--- config.mk ---
export PLATFORM = sky130hd
export DESIGN_NAME = pipe_datapath
export DESIGN_NICKNAME = d
export VERILOG_FILES = /design/src/rtl/pipe_datapath.sv
export SDC_FILE = /design/constraint.sdc
export NUM_CORES = 2
export LEC_CHECK = 0
export ABC_CLOCK_PERIOD_IN_PS = 68700
export BUFFER_PORTS_ARGS = -buffer_cell sky130_fd_sc_hd__buf_2
export CORE_MARGIN = 1
export CORE_UTILIZATION = 40
export DETAILED_ROUTE_END_ITERATION = 8
export PLACE_DENSITY_LB_ADDON = 0.3
export SKIP_CTS_REPAIR_TIMING = 1
export SYNTH_ARGS = -nofsm -noshare
export SYNTH_HDL_FRONTEND = slang
export SYNTH_SLANG_ARGS = --single-unit
--- constraint.sdc ---
create_clock -name clk -period 68.7 [get_ports clk]
set_input_delay 3.435 -clock clk [delete_from_list [all_inputs] [get_ports clk]]
set_output_delay 3.435 -clock clk [all_outputs]
set_load 0.1 [all_outputs]
--- src/rtl/pipe_datapath.sv ---
// pipe_datapath: five-stage (IF/ID/EX/MEM/WB) RV32-style integer datapath.
// Owns the PC, pipeline registers, 32-entry register file, ALU, operand forwarding,
// load-use stall and EX-resolved branch/jump flush. Decoding is done by an external
// controller that looks at instrD and drives the *D control inputs.
//
// Ports:
//   clk, reset          rising-edge clock, asynchronous active-high reset
//   pcF / instrF        fetch address out, instruction at pcF in (combinational)
//   instrD              ID-stage instruction to the controller
//   *D control, simmD   ID-stage control and sign-extended immediate
//   aluoutM, writedataM data address and store data in MEM
//   memwriteM           store strobe in MEM
//   readdataM           load data in MEM (combinational)
//
// Optional: define PIPE_DATAPATH_PERF_EN to add cycle_cnt, retire_cnt and stall_cnt.
module pipe_datapath #(
    parameter int unsigned     XLEN     = 32,
    parameter logic [XLEN-1:0] RESET_PC = '0
) (
    input  logic            clk,
    input  logic            reset,
    output logic [XLEN-1:0] pcF,
    input  logic [31:0]     instrF,
    output logic [31:0]     instrD,
    input  logic            regwriteD,
    input  logic            memtoregD,
    input  logic            memwriteD,
    input  logic            alusrcimmD,
    input  logic            jumpD,
    input  logic            branchD,
    input  logic            branchneD,
    input  logic [3:0]      alucontrolD,
    input  logic [XLEN-1:0] simmD,
    output logic [XLEN-1:0] aluoutM,
    output logic [XLEN-1:0] writedataM,
    output logic            memwriteM,
    input  logic [XLEN-1:0] readdataM
`ifdef PIPE_DATAPATH_PERF_EN
    ,
    output logic [31:0]     cycle_cnt,
    output logic [31:0]     retire_cnt,
    output logic [31:0]     stall_cnt
`endif
);

    localparam int unsigned ShW = $clog2(XLEN);

    // An all-zero pipeline register is a bubble: instr 0 and every control bit 0.
    typedef struct packed {
        logic [31:0]     instr;
        logic [XLEN-1:0] pc;
    } if_id_t;

    typedef struct packed {
        logic            regwrite, memtoreg, memwrite, alusrcimm, jump, branch, branchne;
        logic [3:0]      alucontrol;
        logic [4:0]      rs1, rs2, rd;
        logic [XLEN-1:0] rd1, rd2, simm, pc;
    } id_ex_t;

    typedef struct packed {
        logic            regwrite, memtoreg, memwrite, jump;
        logic [4:0]      rd;
        logic [XLEN-1:0] aluout, writedata, pcplus4;
    } ex_mem_t;

    typedef struct packed {
        logic            regwrite, memtoreg, jump;
        logic [4:0]      rd;
        logic [XLEN-1:0] aluout, readdata, pcplus4;
    } mem_wb_t;

    logic [XLEN-1:0] pc_q, pc_d;
    if_id_t          if_id_q, if_id_d;
    id_ex_t          id_ex_q, id_ex_d;
    ex_mem_t         ex_mem_q, ex_mem_d;
    mem_wb_t         mem_wb_q, mem_wb_d;
    logic [XLEN-1:0] rf_q [32];
    logic [XLEN-1:0] rf_d [32];

    logic [4:0]      rs1D, rs2D;
    logic [XLEN-1:0] rd1D, rd2D, resultW, fwd_m;
    logic [XLEN-1:0] srcaE, wdataE, srcbE, aluE, pcplus4E, targetE;
    logic [ShW-1:0]  shamt;
    logic            takenE, lwstall;

    assign rs1D = if_id_q.instr[19:15];
    assign rs2D = if_id_q.instr[24:20];

    assign resultW = mem_wb_q.memtoreg ? mem_wb_q.readdata :
                     (mem_wb_q.jump ? mem_wb_q.pcplus4 : mem_wb_q.aluout);

    // Register read with same-cycle WB bypass; x0 always reads 0.
    always_comb begin
        rd1D = '0;
        rd2D = '0;
        if (rs1D != 5'd0) begin
            rd1D = (mem_wb_q.regwrite && mem_wb_q.rd == rs1D) ? resultW : rf_q[rs1D];
        end
        if (rs2D != 5'd0) begin
            rd2D = (mem_wb_q.regwrite && mem_wb_q.rd == rs2D) ? resultW : rf_q[rs2D];
        end
    end

    // A jump in MEM forwards its link value rather than its ALU result.
    assign fwd_m = ex_mem_q.jump ? ex_mem_q.pcplus4 : ex_mem_q.aluout;

    always_comb begin
        srcaE  = id_ex_q.rd1;
        wdataE = id_ex_q.rd2;
        if (ex_mem_q.regwrite && ex_mem_q.rd != 5'd0 && ex_mem_q.rd == id_ex_q.rs1) begin
            srcaE = fwd_m;
        end else if (mem_wb_q.regwrite && mem_wb_q.rd != 5'd0 && mem_wb_q.rd == id_ex_q.rs1) begin
            srcaE = resultW;
        end
        if (ex_mem_q.regwrite && ex_mem_q.rd != 5'd0 && ex_mem_q.rd == id_ex_q.rs2) begin
            wdataE = fwd_m;
        end else if (mem_wb_q.regwrite && mem_wb_q.rd != 5'd0 && mem_wb_q.rd == id_ex_q.rs2) begin
            wdataE = resultW;
        end
    end

    assign srcbE = id_ex_q.alusrcimm ? id_ex_q.simm : wdataE;
    assign shamt = srcbE[ShW-1:0];

    always_comb begin
        aluE = '0;
        case (id_ex_q.alucontrol)
            4'b0000: aluE = srcaE + srcbE;
            4'b0001: aluE = srcaE - srcbE;
            4'b0010: aluE = srcaE & srcbE;
            4'b0011: aluE = srcaE | srcbE;
            4'b0100: aluE = srcaE ^ srcbE;
            4'b0101: aluE = {{(XLEN-1){1'b0}}, $signed(srcaE) < $signed(srcbE)};
            4'b0110: aluE = {{(XLEN-1){1'b0}}, srcaE < srcbE};
            4'b0111: aluE = srcaE << shamt;
            4'b1000: aluE = srcaE >> shamt;
            4'b1001: aluE = $unsigned($signed(srcaE) >>> shamt);
            default: aluE = '0;
        endcase
    end

    assign pcplus4E = id_ex_q.pc + XLEN'(4);
    assign targetE  = id_ex_q.pc + id_ex_q.simm;
    assign takenE   = id_ex_q.jump | (id_ex_q.branch & ((aluE == '0) ^ id_ex_q.branchne));
    assign lwstall  = id_ex_q.memtoreg && id_ex_q.rd != 5'd0 &&
                      (id_ex_q.rd == rs1D || id_ex_q.rd == rs2D);

    always_comb begin
        pc_d          = pc_q + XLEN'(4);
        if_id_d.instr = instrF;
        if_id_d.pc    = pc_q;
        // Flush outranks the load-use stall: the stalled instruction is squashed anyway.
        if (takenE) begin
            pc_d    = targetE;
            if_id_d = '0;
        end else if (lwstall) begin
            pc_d    = pc_q;
            if_id_d = if_id_q;
        end

        id_ex_d.regwrite   = regwriteD;
        id_ex_d.memtoreg   = memtoregD;
        id_ex_d.memwrite   = memwriteD;
        id_ex_d.alusrcimm  = alusrcimmD;
        id_ex_d.jump       = jumpD;
        id_ex_d.branch     = branchD;
        id_ex_d.branchne   = branchneD;
        id_ex_d.alucontrol = alucontrolD;
        id_ex_d.rs1        = rs1D;
        id_ex_d.rs2        = rs2D;
        id_ex_d.rd         = if_id_q.instr[11:7];
        id_ex_d.rd1        = rd1D;
        id_ex_d.rd2        = rd2D;
        id_ex_d.simm       = simmD;
        id_ex_d.pc         = if_id_q.pc;
        if (takenE || lwstall) begin
            id_ex_d = '0;
        end

        ex_mem_d.regwrite  = id_ex_q.regwrite;
        ex_mem_d.memtoreg  = id_ex_q.memtoreg;
        ex_mem_d.memwrite  = id_ex_q.memwrite;
        ex_mem_d.jump      = id_ex_q.jump;
        ex_mem_d.rd        = id_ex_q.rd;
        ex_mem_d.aluout    = aluE;
        ex_mem_d.writedata = wdataE;
        ex_mem_d.pcplus4   = pcplus4E;

        mem_wb_d.regwrite  = ex_mem_q.regwrite;
        mem_wb_d.memtoreg  = ex_mem_q.memtoreg;
        mem_wb_d.jump      = ex_mem_q.jump;
        mem_wb_d.rd        = ex_mem_q.rd;
        mem_wb_d.aluout    = ex_mem_q.aluout;
        mem_wb_d.readdata  = readdataM;
        mem_wb_d.pcplus4   = ex_mem_q.pcplus4;

        rf_d = rf_q;
        if (mem_wb_q.regwrite && mem_wb_q.rd != 5'd0) begin
            rf_d[mem_wb_q.rd] = resultW;
        end
    end

    always_ff @(posedge clk or posedge reset) begin
        if (reset) begin
            pc_q     <= RESET_PC;
            if_id_q  <= '0;
            id_ex_q  <= '0;
            ex_mem_q <= '0;
            mem_wb_q <= '0;
            rf_q     <= '{default: '0};
        end else begin
            pc_q     <= pc_d;
            if_id_q  <= if_id_d;
            id_ex_q  <= id_ex_d;
            ex_mem_q <= ex_mem_d;
            mem_wb_q <= mem_wb_d;
            rf_q     <= rf_d;
        end
    end

    assign pcF        = pc_q;
    assign instrD     = if_id_q.instr;
    assign aluoutM    = ex_mem_q.aluout;
    assign writedataM = ex_mem_q.writedata;
    assign memwriteM  = ex_mem_q.memwrite;

`ifdef PIPE_DATAPATH_PERF_EN
    // Valid bits shadow the pipe so retirement ignores bubbles; instr 0 is a bubble.
    logic        vld_e_q, vld_m_q, vld_w_q, vld_e_d;
    logic [31:0] cycle_q, cycle_d, retire_q, retire_d, stall_q, stall_d;

    always_comb begin
        vld_e_d  = (if_id_q.instr != 32'd0) && !takenE && !lwstall;
        cycle_d  = cycle_q + 32'd1;
        retire_d = retire_q + {31'd0, vld_w_q};
        stall_d  = stall_q + {31'd0, takenE | lwstall};
    end

    always_ff @(posedge clk or posedge reset) begin
        if (reset) begin
            vld_e_q  <= 1'b0;
            vld_m_q  <= 1'b0;
            vld_w_q  <= 1'b0;
            cycle_q  <= '0;
            retire_q <= '0;
            stall_q  <= '0;
        end else begin
            vld_e_q  <= vld_e_d;
            vld_m_q  <= vld_e_q;
            vld_w_q  <= vld_m_q;
            cycle_q  <= cycle_d;
            retire_q <= retire_d;
            stall_q  <= stall_d;
        end
    end

    assign cycle_cnt  = cycle_q;
    assign retire_cnt = retire_q;
    assign stall_cnt  = stall_q;
`endif

endmodule

==> flow_metrics.py <==
metrics = {
    "timing": {
        "clock_skew_ns": 0.0328,
        "worstMarginPinSlew_ns": 1.27,
        "period_needed_ns": 11.42,
        "max_slew_margin_pct": 13.8,
        "timing_hold_violations_final": 0,
        "max_freq_mhz": 87.6,
        "maxSlewViolCount": 0,
        "timing.setup.tns_ns": 0,
        "rsz0062_at_grt": "no",
        "post-route-period-util_pct": 16.6,
        "setup_viol": 0,
        "setup_slack_ns": 57.28,
    },
    "floorplan": {
        "fp.dieArea_sq_mm": 0.207,
        "die_w_um": 455,
        "fp-row-count": 166,
        "initial_core_util_pct": 40.2,
        "coreArea_sq_mm": 0.204,
        "design.portCount": 238,
        "die_y_um": 455,
    },
    "clocking": {
        "tritoncts_num_sinks": 1483,
        "deepest_level_of_the_cts_h_tree": 4,
        "cts-root-buf": "clkbuf_16",
        "clk_pin_slew_ns": 0.06,
        "clk_latency_ns": 0.84,
        "cts_tree": "yes",
        "clock_path_buffers": 3,
        "tritoncts.num_buffers": 164,
    },
    "synthesis": {
        "synth_top_cells_by_area": "dfrtp_1 (45%), mux4_2 (16%), o21ai_0 (6.9%), nand2_1 (6.4%), mux2i_1 (2.8%)",
        "synth_edf_count": 0,
        "post_synthesis_sequential_area_ratio_pct": 45.1,
        "syn_avg_cell_area_sq_um": 10.6,
        "postSynth.asyncResetShare_pct": 100,
        "ys_ff_latch": 1483,
        "postSynthCellCount": 7762,
        "synth_area_sq_mm": 0.0822,
        "synth_ff_type": "dfrtp_1",
        "synth_largest_area_cell": "dfrtp_1",
        "synth_warnings": 0,
        "synthDistinctLibCells": 95,
        "synth_top_area_share_pct": 45.1,
        "synth.net_count": 8004,
    },
    "global_route": {
        "grt_pass1_vias": 63600,
        "antenna_found_initial": 30,
        "gr-total-overflow": 0,
        "largest_net_degree_at_the_start_of_global_routing": 185,
        "gr_util_all_layers_pct": 30.4,
        "grt_first_pass_wirelength_mm": 461,
    },
    "cells_and_area": {
        "drive_above_1_share_pct": 19.6,
        "sequential_cell_area_sq_mm": 0.0372,
        "nNetsFinal": 7771,
        "layout_area_overhead_pct": 10.3,
        "multi_input_comb_area_sq_mm": 0.0415,
        "fillCellCount": 19100,
    },
    "drt": {
        "drt.antenna.violating_nets": 0,
        "drt-vias-per-instance": 6.24,
        "avg_wl_per_cell_um": 30.6,
        "drc_errors": 0,
        "drt_first_iter_violations": 7088,
        "detailedRoute.firstPassIterationCount": 6,
        "drt_wl_total_mm": 317,
        "vias": 64700,
    },
    "worst_setup_path": {
        "critPathLaunchType": "flip-flop",
        "critPathMaxStageDelay_ns": 0.77,
        "critical_path_arrival_ns": 12.04,
        "worst_ep_required_ns": 69.32,
        "crit_path_frequent_cell": "buf_4",
        "worst-setup-path-type": "flip-flop to flip-flop",
        "worst_setup_path_end_kind": "flip-flop",
        "critical-path-slowest-cell": "mux2i_4",
        "critical_path.max_fanout": 56,
    },
    "placement": {
        "port_buffers": 237,
        "detailedPlacementHpwl_mm": 209,
        "dpl_worst_slack_ns": 57.72,
        "place.gp.congestion": 1.03,
    },
    "worst_hold_path": {
        "hold_path.class": "flip-flop to flip-flop",
    },
    "outcome": {
        "run_status": "complete, no violations",
    },
    "flow_run": {
        "maxCapViolCount": 0,
    },
    "pwr": {
        "leakage_power_summed_over_all_cells_nw": 38.1,
        "ir_drop_v": 0.0000435,
        "power-per-cell-area_mw_per_mm2": 54.9,
    },
}
-- flip-flops by register name, summed over array words and instances, names as in the netlist, 9 cells and up --
signal	cells
aluoutM	32
instrD	32
pcF	32
ex_mem_d	9
writedataM	32
mem_wb_q	104
rf_q	1024
ex_mem_q	40
if_id_q	32
id_ex_q	145
-- per-layer routing --
metal  wire length [um]  GRT usage, %  vias to the layer above
li1                   -             -                    27800
met1             129000          40.7                    33200
met2             143000          46.3                     3036
met3              27000          6.45                      712
met4              18400          15.7                        8
met5                 56             0                        -
-- synthesized netlist by cell type (all sizes together) (19+ instances only) --
| master | count |
|---|---|
| a221oi | 24 |
| dfrtp | 1483 |
| a21boi | 41 |
| nor3 | 89 |
| xor2 | 56 |
| xnor2 | 87 |
| nor2 | 165 |
| a211oi | 196 |
| and3 | 24 |
| a21o | 35 |
| mux4 | 580 |
| or3 | 30 |
| a2111oi | 76 |
| nor3b | 96 |
| nor2b | 103 |
| nor4 | 19 |
| o221ai | 19 |
| o22ai | 26 |
| mux2i | 232 |
| a21oi | 237 |
| mux2 | 58 |
| nand3 | 67 |
| a31oi | 42 |
| a22oi | 19 |
| o211ai | 58 |
| o31ai | 21 |
| o21ai | 1136 |
| nand4 | 35 |
| ha | 130 |
| nand2 | 1404 |
| buf | 246 |
| clkbuf | 588 |
| o21bai | 19 |
| inv | 109 |
-- worst paths after layout --
path,slack [ns],from,endpoint,cells past startpoint
max,57.28,mem_wb_q[101],id_ex_q[121],29
min,0.35,ex_mem_d[102],memwriteM,0
max reg2reg,57.28,mem_wb_q[101],id_ex_q[121],29
min reg2reg,0.35,ex_mem_d[102],memwriteM,0
max in group asynchronous,62.38,reset,rf_q[66],5
min in group asynchronous,2.79,reset,rf_q[626],2
-- cell usage in the layout, fill, tap and decap left out, types with 65 or more instances in the layout --
master,instances
clkbuf_16,164
nor3_1,83
o21ai_0,1129
a211oi_1,194
xnor2_1,87
a21oi_1,236
dfrtp_1,1471
a2111oi_0,72
buf_2,237
nor2_1,163
mux4_2,580
nor2b_1,103
nand2_1,1372
ha_1,130
mux2i_1,201
inv_1,101
nand3_1,65
buf_4,190
-- cell families (layout without fill, tap and decap cells) --
family,after synthesis,in the layout,synth area share (%)
AOI/OAI and AO/OA,2081,2081,15.3
xor gates and xnor gates,143,143,1.52
adders and majority gates,133,133,2.05
buffers and inverters,943,836,4.96
DFF,1483,1483,45.1
muxes,870,870,19.5
other,0,17,0
and+or+nand+nor,2109,2109,11.6
-- report_power, final --
part	total, mW	internal (mW)	switching (mW)
logic	2.72	0.863	1.86
registers	1.36	1.10	0.252
clock network	0.897	0.517	0.380
total	4.98	2.48	2.49
-- stage by stage --
stage	hold slack [ns]	cells	power, mW	instance area [sq um]	util [%]
after floorplan	0.331	7762	3.11	82200	-
after global placement	0.341	10100	4.00	85200	41.7
after detailed placement	0.339	10100	4.02	85200	41.7
after CTS	0.351	10300	4.93	90600	44.3
after global routing	0.359	10400	5.18	90700	44.4
final	0.346	10400	4.98	90700	44.4
-- worst max-delay path, delay by kind of cell, from the launching register on --
kind / cells / cell delay (ns)
and+or+nand+nor: 8 / 2.23
AOI/OAI and AO/OA: 10 / 3.45
adders and majority gates: 1 / 0.48
muxes: 3 / 1.31
buffers and inverters: 7 / 3.17
DFF: 1 / 0.32
-- area by class of cell --
cell class	instances	area share [%]
Multi-Input combinational cell	5336	45.8
Sequential cell	1483	41.0
Clock buffer	231	5.20
Tap cell	2688	3.71
Timing Repair Buffer	435	3.06
Clock inverter	61	0.749
Inverter	109	0.461
Antenna cell	17	0.0469
No activity file was read; power rests on OpenSTA's default activity.
